--- config.mk ---
export PLATFORM = sky130hd
export DESIGN_NAME = uart_alu_interface
export DESIGN_NICKNAME = d
export VERILOG_FILES = /design/src/rtl/uart_alu_interface_pkg.sv /design/src/rtl/uart_alu_interface_timeout_counter.sv /design/src/rtl/uart_alu_interface.sv
export SDC_FILE = /design/constraint.sdc
export NUM_CORES = 1
export LEC_CHECK = 0
export BUFFER_PORTS_ARGS = -buffer_cell sky130_fd_sc_hd__buf_4
export CORE_MARGIN = 2
export CORE_UTILIZATION = 50
export CTS_BUF_LIST = sky130_fd_sc_hd__clkbuf_8
export CTS_CLUSTER_SIZE = 20
export DETAILED_ROUTE_END_ITERATION = 12
export GPL_TIMING_DRIVEN = 0
export PLACE_DENSITY = 0.77
export SLEW_MARGIN = 10
export SYNTH_ARGS = -nofsm -noshare
export SYNTH_HDL_FRONTEND = slang
export SYNTH_HIERARCHICAL = 1
export SYNTH_SLANG_ARGS = --single-unit
--- constraint.sdc ---
create_clock -name i_clock -period 1.7 [get_ports i_clock]
set_input_delay 0.085 -clock i_clock [delete_from_list [all_inputs] [get_ports i_clock]]
set_output_delay 0.085 -clock i_clock [all_outputs]
set_load 0.01 [all_outputs]
--- src/rtl/uart_alu_interface_pkg.sv ---
// Shared constants for the UART <-> ALU sequencer: data widths, sequencer
// states and the opcode values understood by the TP3 ALU.
package uart_alu_interface_pkg;

  localparam int CANT_BUS_DATOS   = 8;
  localparam int CANT_BITS_OPCODE = 8;

  typedef enum logic [2:0] {
    ESPERA_OP1,
    ESPERA_OP2,
    ESPERA_OPCODE,
    CALCULO,
    ESPERA_TX
  } estado_t;

  localparam logic [CANT_BITS_OPCODE-1:0] OP_ADD = 8'h20;
  localparam logic [CANT_BITS_OPCODE-1:0] OP_SUB = 8'h22;
  localparam logic [CANT_BITS_OPCODE-1:0] OP_AND = 8'h24;
  localparam logic [CANT_BITS_OPCODE-1:0] OP_OR  = 8'h25;
  localparam logic [CANT_BITS_OPCODE-1:0] OP_XOR = 8'h26;
  localparam logic [CANT_BITS_OPCODE-1:0] OP_SRA = 8'h03;
  localparam logic [CANT_BITS_OPCODE-1:0] OP_SRL = 8'h02;
  localparam logic [CANT_BITS_OPCODE-1:0] OP_NOR = 8'h27;

endpackage

--- src/rtl/uart_alu_interface_timeout_counter.sv ---
// Inter-byte inactivity counter. Counts while enabled, clears on request,
// and flags expiry combinationally on the cycle the limit is reached.
module timeout_counter #(
  parameter int TIMEOUT_CICLOS    = 1000000,
  parameter int CANT_BITS_TIMEOUT = 20
) (
  input  logic clk_i,
  input  logic rst_ni,
  input  logic en_i,
  input  logic clear_i,
  output logic expired_o
);
  import uart_alu_interface_pkg::*;

  localparam logic [CANT_BITS_TIMEOUT-1:0] LIMITE = CANT_BITS_TIMEOUT'(TIMEOUT_CICLOS - 1);

  logic [CANT_BITS_TIMEOUT-1:0] cuenta_q, cuenta_d;

  // A byte arriving on the limit cycle takes priority, so it masks expiry.
  assign expired_o = en_i && !clear_i && (cuenta_q == LIMITE);

  // Next count: clear when idle, on a byte or on expiry; otherwise saturate at the limit.
  always_comb begin
    cuenta_d = cuenta_q;
    if (!en_i || clear_i || expired_o) begin
      cuenta_d = '0;
    end else if (cuenta_q != LIMITE) begin
      cuenta_d = cuenta_q + 1'b1;
    end
  end

  // Counter register.
  always_ff @(posedge clk_i or negedge rst_ni) begin
    if (!rst_ni) begin
      cuenta_q <= '0;
    end else begin
      cuenta_q <= cuenta_d;
    end
  end

endmodule

--- src/rtl/uart_alu_interface.sv ---
// Sequencer between UART RX/TX and the ALU: gathers operand 1, operand 2 and
// opcode, gives the ALU one cycle to settle, then hands the result to UART TX.
module uart_alu_interface #(
  parameter int CANT_BUS_DATOS    = uart_alu_interface_pkg::CANT_BUS_DATOS,
  parameter int CANT_BITS_OPCODE  = uart_alu_interface_pkg::CANT_BITS_OPCODE,
  parameter int TIMEOUT_CICLOS    = 1000000,
  parameter int CANT_BITS_TIMEOUT = 20
) (
  input  logic                        i_clock,
  input  logic                        i_reset,
  input  logic                        i_rx_done,
  input  logic [CANT_BUS_DATOS-1:0]   i_data_rx,
  input  logic                        i_tx_done,
  input  logic [CANT_BUS_DATOS-1:0]   i_resultado_alu,
  output logic [CANT_BUS_DATOS-1:0]   o_operando_1,
  output logic [CANT_BUS_DATOS-1:0]   o_operando_2,
  output logic [CANT_BITS_OPCODE-1:0] o_opcode,
  output logic                        o_tx_start,
  output logic [CANT_BUS_DATOS-1:0]   o_data_tx,
  output logic                        o_error_timeout,
  output logic                        o_overrun
);
  import uart_alu_interface_pkg::*;

  estado_t                     estado_q;
  logic [CANT_BUS_DATOS-1:0]   operando_1_q;
  logic [CANT_BUS_DATOS-1:0]   operando_2_q;
  logic [CANT_BITS_OPCODE-1:0] opcode_q;
  logic [CANT_BUS_DATOS-1:0]   data_tx_q;
  logic                        tx_start_q;
  logic                        error_timeout_q;
  logic                        overrun_q;

  logic cuenta_en;
  logic expirado;

  // Only a partially received frame is subject to the inactivity timeout.
  assign cuenta_en = (estado_q == ESPERA_OP2) || (estado_q == ESPERA_OPCODE);

  timeout_counter #(
    .TIMEOUT_CICLOS    (TIMEOUT_CICLOS),
    .CANT_BITS_TIMEOUT (CANT_BITS_TIMEOUT)
  ) u_timeout (
    .clk_i     (i_clock),
    .rst_ni    (i_reset),
    .en_i      (cuenta_en),
    .clear_i   (i_rx_done),
    .expired_o (expirado)
  );

  // Frame sequencer with registered ALU inputs, TX byte and status pulses.
  always_ff @(posedge i_clock or negedge i_reset) begin
    if (!i_reset) begin
      estado_q        <= ESPERA_OP1;
      operando_1_q    <= '0;
      operando_2_q    <= '0;
      opcode_q        <= '0;
      data_tx_q       <= '0;
      tx_start_q      <= 1'b0;
      error_timeout_q <= 1'b0;
      overrun_q       <= 1'b0;
    end else begin
      tx_start_q      <= 1'b0;
      error_timeout_q <= 1'b0;
      overrun_q       <= 1'b0;
      case (estado_q)
        ESPERA_OP1: begin
          if (i_rx_done) begin
            operando_1_q <= i_data_rx;
            estado_q     <= ESPERA_OP2;
          end
        end
        ESPERA_OP2: begin
          if (i_rx_done) begin
            operando_2_q <= i_data_rx;
            estado_q     <= ESPERA_OPCODE;
          end else if (expirado) begin
            error_timeout_q <= 1'b1;
            estado_q        <= ESPERA_OP1;
          end
        end
        ESPERA_OPCODE: begin
          if (i_rx_done) begin
            opcode_q <= i_data_rx[CANT_BITS_OPCODE-1:0];
            estado_q <= CALCULO;
          end else if (expirado) begin
            error_timeout_q <= 1'b1;
            estado_q        <= ESPERA_OP1;
          end
        end
        CALCULO: begin
          data_tx_q  <= i_resultado_alu;
          tx_start_q <= 1'b1;
          overrun_q  <= i_rx_done;
          estado_q   <= ESPERA_TX;
        end
        ESPERA_TX: begin
          overrun_q <= i_rx_done;
          if (i_tx_done) begin
            estado_q <= ESPERA_OP1;
          end
        end
        default: estado_q <= ESPERA_OP1;
      endcase
    end
  end

  assign o_operando_1    = operando_1_q;
  assign o_operando_2    = operando_2_q;
  assign o_opcode        = opcode_q;
  assign o_data_tx       = data_tx_q;
  assign o_tx_start      = tx_start_q;
  assign o_error_timeout = error_timeout_q;
  assign o_overrun       = overrun_q;

endmodule

# Word level (Yosys, flattened, before mapping)
# Cells that the tools add are included.
# word_totals
reg_bits	58
inputBits	20
output_inout_bits	35
word_cells	46
# op_classes
addsub	1
eq_ne	8
n_mux	13
n_reduce_logical	15
# ops
cell	count
two-way mux 20 bit	2
adder 20 x 1 -> 20 bit (second input constant)	1
equality test 20 bit (second input constant)	1
!= test 20 bit (second input constant)	1
two-way mux 3 bit	5
case mux 3 bit (5 select lines)	1
AND reduction 2 bit	4
equality test 3 x 2 -> 1 bit (second input constant)	2
two-way mux 1 bit	5
!= test 2 bit (second input constant)	2
OR reduction 2 bit	2
equality test 3 x 1 -> 1 bit (second input constant)	1
equality test 3 bit (second input constant)	1
logical NOT 3 bit	1
logical OR 1 bit	3
logical AND 1 bit	2
logical NOT 1 bit	2
nonzero test 2 bit	1

# Longest topological paths before layout
# logic_depth
ltp_word	7
ltp_mapped	7
depth_no_buf	5

# Modules after synthesis
# The synthesis kept the hierarchy.
# modules_own_cells
mod	instances	cells_each	area_each_um2	seq_area_each_um2
uart_alu_interface	1	93	1498.9	950.9
timeout_counter	1	108	1028.5	500.5

# Worst setup path after synthesis
# No wires, ideal clock.
# synth_path
path_kind	register to register
startpoint	register u_timeout.cuenta_q[2]
endpoint	register u_timeout.cuenta_q[17]
setup_ns	0.078
arrival_ns	1.715
required_time_ns	1.622
setup_slack_ns	-0.093
path_stages_with_launch	6
n_path_buf	1
synth_period_minus_slack_ns	1.793
cell_sequence	dfrtp_1 nand4_4 or4_1 clkbuf_2 or3_1 a21oi_1
# synth_via
elab_chain_len	4
word_cells_on_any_way	8
classes_between	add/sub (1); eq/ne (2); mux (2); reduce/logical (3)
# synth_rtl
element	line	text
start, declared	uart_alu_interface_timeout_counter.sv:17	logic [CANT_BITS_TIMEOUT-1:0] cuenta_q, cuenta_d;
start signal, assigned	uart_alu_interface_timeout_counter.sv:37	cuenta_q <= cuenta_d;
parallel branches: the longest is 4 deep, another holds adder 20 x 1 -> 20 bit	-	
# Parallel ways; which one is timed is not known. The select of a mux whose other input is x is not followed.
# A chain may end at the register's enable or synchronous reset.

# Final worst setup path
# layout_path
startpoint	register u_timeout.cuenta_q[15]
endpoint	register estado_q[1]
# layout_via
elab_chain_len	5
word_cells_on_any_way	6
classes_between	eq/ne (1); mux (4); reduce/logical (1)
# layout_rtl
element	line	text
equality test 20 bit (*)	uart_alu_interface_timeout_counter.sv:20	assign expired_o = en_i && !clear_i && (cuenta_q == LIMITE);
logical AND 1 bit (*)	uart_alu_interface_timeout_counter.sv:20	
net expirado	uart_alu_interface.sv:35	logic expirado;
two-way mux 3 bit (*)	-	
two-way mux 3 bit (on tied branches)	-	
case mux 3 bit (5 select lines) (*)	-	
end signal, assigned	uart_alu_interface.sv:54	estado_q <= ESPERA_OP1;
end signal, assigned	uart_alu_interface.sv:70	estado_q <= ESPERA_OP2;
end signal, assigned	uart_alu_interface.sv:76	estado_q <= ESPERA_OPCODE;
end, declared	uart_alu_interface.sv:25	estado_t estado_q;
# Mark *: on every way through the listed nets, which the timed path passes. The rest lies on a longest branch.

==> flow_metrics.env <==
export IMPL_fp_dieH_um=75.1
export IMPL_clock_sinks=58
export IMPL_rows=25
export IMPL_clockBufferDepth=2
export IMPL_ant_nets=0
export IMPL_drv_slew=0
export IMPL_place_congestion=0.770
export IMPL_ios=55
export IMPL_final_setup_worst_slack_ns=0.0108
export IMPL_crit_chain="buf_6, nor4b_4, nand4_1, nor4b_4, or4b_4, o21ai_2"
export IMPL_leakage_nw=1.68
export IMPL_intPower_w=0.00387
export IMPL_pwr_share_comb_pct=41.9
export IMPL_use_met1_pct=28.4
export IMPL_fin_tns_setup_ns=0
export IMPL_reg2reg_from="u_timeout/cuenta_q[15]"
export IMPL_wirelength_um=5950
export IMPL_fmax_mhz=592
export IMPL_yosysWarnings=6
export IMPL_switchingPower_w=0.00177
export IMPL_synth_seq_area_share_pct=57.4
export IMPL_reg2reg_depth=6
export IMPL_end_kind="flop"
export IMPL_holdPathStages=2
export IMPL_finalNonFillerCells=388
export IMPL_final_cell_mix="buf_4 (87), dfrtp_1 (49), mux2_2 (32)"
export IMPL_cts_tree="done"
export IMPL_fillCellCount=266
export IMPL_seq_power_share_pct=37.1
export IMPL_firstDrtPassIters=4
export IMPL_h_tree_depth=3
export IMPL_syn2layout_area_growth_pct=50.1
export IMPL_critPathLaunchType="flop"
export IMPL_clkPwrFrac_pct=21.1
export IMPL_setup_violations_final=0
export IMPL_drtIter0Drc=150
export IMPL_grt_overflow=0
export IMPL_relSlewSlack_pct=53.3
export IMPL_crit_fanout=3
export IMPL_total_power_w=0.00564
export IMPL_final_common_cell="buf_4"
export IMPL_antenna_cells=0
export IMPL_wl_per_cell_um=15.3
export IMPL_outcome="completed"
export IMPL_cpMostUsedCell="nor4b_4"
export IMPL_met2_usage_pct=33.7
export IMPL_vias=2030
export IMPL_switching_share_pct=31.4
export IMPL_post_dp_hpwl_um=3300
export IMPL_yosysTopAreaCell="dfrtp_1"
export IMPL_crit_family="simple AND/OR/NAND/NOR gates"
export IMPL_layout_nets=337
export IMPL_grt_pass1_vias=1983
export IMPL_postPlaceCellArea_um2=3040
export IMPL_powerDensity_nw_per_um2=1490
export IMPL_hold_start="i_data_rx[0]"
export IMPL_place_ws_ns=-0.240
export IMPL_die_width_um=75.1
export IMPL_crit_slowest_cell="dfrtp_1"
export IMPL_fin_crit_ns=1.69
export IMPL_fin_skew_ns=0.00618
export IMPL_hp_class="in -> reg"
export IMPL_yosys_top_cells_area="dfrtp_1 (57%), mux2_2 (14%), xnor2_1 (3.5%)"
export IMPL_worst_slew_pin_transition_ns=0.701
export IMPL_antenna_found_initial=0
export IMPL_startpoint="u_timeout/cuenta_q[15]"
export IMPL_critPathKind="reg -> reg"
export IMPL_core_area_um2=4790
export IMPL_synth_area_um2=2530
export IMPL_drive_gt1_share_pct=54.5
export IMPL_vias_per_cell=5.23
export IMPL_cp_arrival_ns=1.92
export IMPL_die_area_um2=5640
export IMPL_grt_usage_pct=21.7
export IMPL_path_buf_inv=1
export IMPL_numPortBuffers=54
export IMPL_final_area_um2=3790
export IMPL_post_route_drc_count=0
export IMPL_worstSkewPairLatency_ns=0.33
export IMPL_synth_nets=222
export IMPL_clk_pin_slew_ns=0.07
export IMPL_synthCells=201
export IMPL_synth_top_area_share_pct=57.4
export IMPL_cp_slowest_stage_delay_ns=0.41
export IMPL_numCtsBuffers=9
export IMPL_max_cap_viol_count=0
export IMPL_placedCellCount=322
export IMPL_cp_required_ns=1.93
export IMPL_fin_crit_sh_pct=99.4
export IMPL_grt_max_degree=59
export IMPL_hold_viol=0
export IMPL_worstSetupPathDepth=6
export IMPL_peakVddDrop_v=0.000954
export IMPL_initial_core_util_pct=52.8
export IMPL_postSynthAreaPerCell_um2=12.6
export IMPL_grt_pass1_wl_um=9000
export IMPL_synthDistinctLibCells=34
export IMPL_ys_ff_latch=58
export IMPL_met3_usage_pct=6.16
export IMPL_rsz0062_at_grt="true"
export IMPL_root_buffer="clkbuf_8"
export IMPL_top_usage_layer="met2"
## worst reg2reg max path: cells and delay by family (launching register included)
family / cells / cell delay [ns]
simple gates: 4 / 0.98
flops: 1 / 0.41
buf+inv: 1 / 0.13
compound gates: 1 / 0.05
## state kept, by name, summed over array words and instances (netlist names)
register	cells
o_operando_2	8
o_tx_start	1
o_error_timeout	1
estado_q	3
u_timeout/cuenta_q	20
o_data_tx	8
o_overrun	1
o_operando_1	8
o_opcode	8
## synth_stat cells
| library cell | count |
|---|---|
| a21boi_0 | 1 |
| buf_2 | 4 |
| or4b_2 | 2 |
| nor4b_4 | 1 |
| o21a_1 | 1 |
| xor2_1 | 5 |
| nand2b_1 | 2 |
| nor4b_1 | 4 |
| nor3_1 | 4 |
| and4_2 | 1 |
| nand4_1 | 7 |
| nand3b_1 | 1 |
| o21ai_0 | 6 |
| nand2_1 | 3 |
| clkbuf_1 | 3 |
| or3_1 | 3 |
| or3b_2 | 1 |
| mux2_2 | 32 |
| nor2b_1 | 1 |
| xnor2_1 | 10 |
| inv_1 | 5 |
| or4_1 | 1 |
| clkbuf_2 | 1 |
| nor4_1 | 4 |
| ha_1 | 1 |
| nor2_1 | 19 |
| buf_6 | 2 |
| nand3_1 | 9 |
| nand4_4 | 1 |
| and3_1 | 1 |
| a21oi_1 | 4 |
| dfrtp_1 | 58 |
| and4bb_2 | 2 |
| o21ba_2 | 1 |
## cell type report
cell class              instances  area [µm²]  area share [%]
multi-input cells             128        1130            29.8
repair buffers                106         845            22.3
inverters                       5        18.8           0.495
clock inverters                 7        61.3            1.62
plain buffers                   8        67.6            1.78
well taps                      67        83.8            2.21
clock buffers                   9         124            3.26
flip-flops and latches         58        1460            38.5
## stage by stage
| step | utilization (%) | hold WS (ns) |
|---|---|---|
| after floorplan | - | -0.211 |
| after global placement | 63.6 | 0.191 |
| after detailed placement | 63.6 | 0.191 |
| after CTS | 75.6 | 0.000819 |
| after global routing | 79.3 | 0.00368 |
| final | 79.3 | 0.0110 |
## final timing paths
path                                              end  slack [ns]
worst max-delay path                      estado_q[1]        0.01
worst min-delay path                      o_opcode[0]        0.01
worst max register to register            estado_q[1]        0.01
worst min register to register        o_operando_1[3]        0.51
max in group asynchronous       u_timeout/cuenta_q[0]        0.85
min in group asynchronous                o_data_tx[1]        0.35
## power groups by stage
stage | logic, W | clock network [W] | registers, W
global route | 0.00256 | 0.00128 | 0.00215
global placement | 0.00195 | 0 | 0.00210
CTS | 0.00218 | 0.00121 | 0.00209
detailed placement | 0.00200 | 0 | 0.00213
floorplan | 0.000932 | 0 | 0.00228
finish | 0.00236 | 0.00119 | 0.00209
## timing repair
| action | 4_1_cts | 5_1_grt |
|---|---|---|
| endpoints found under the hold margin | 86 | 0 |
| setup endpoints to repair | 23 | 29 |
| setup buffers | 22 | 12 |
| resized for setup | 17 | 25 |
| pin swaps | 5 | 13 |
| cloned | 0 | 0 |
| hold buffers | 18 | 0 |
## routing by layer
layer | part of all wire, % | vias to the layer above
met5 | 0 | -
met4 | 2.2 | 0
met3 | 6.4 | 12
met2 | 49 | 75
met1 | 42 | 994
li1 | - | 949
## kinds of logic (layout without fill, tap and decap cells)
family                     Yosys count  count (layout)  synth area share (%)
and+or+nand+nor                     67              67                  16.6
muxes                               32              32                  14.3
adders and majority gates            1               1                 0.495
DFF                                 58              58                  57.4
xor gates and xnor gates            15              15                  5.20
AOI/OAI and AO/OA                   13              13                  2.97
buffers and inverters               15             135                  3.07
(Power assumes the default switching activity.)
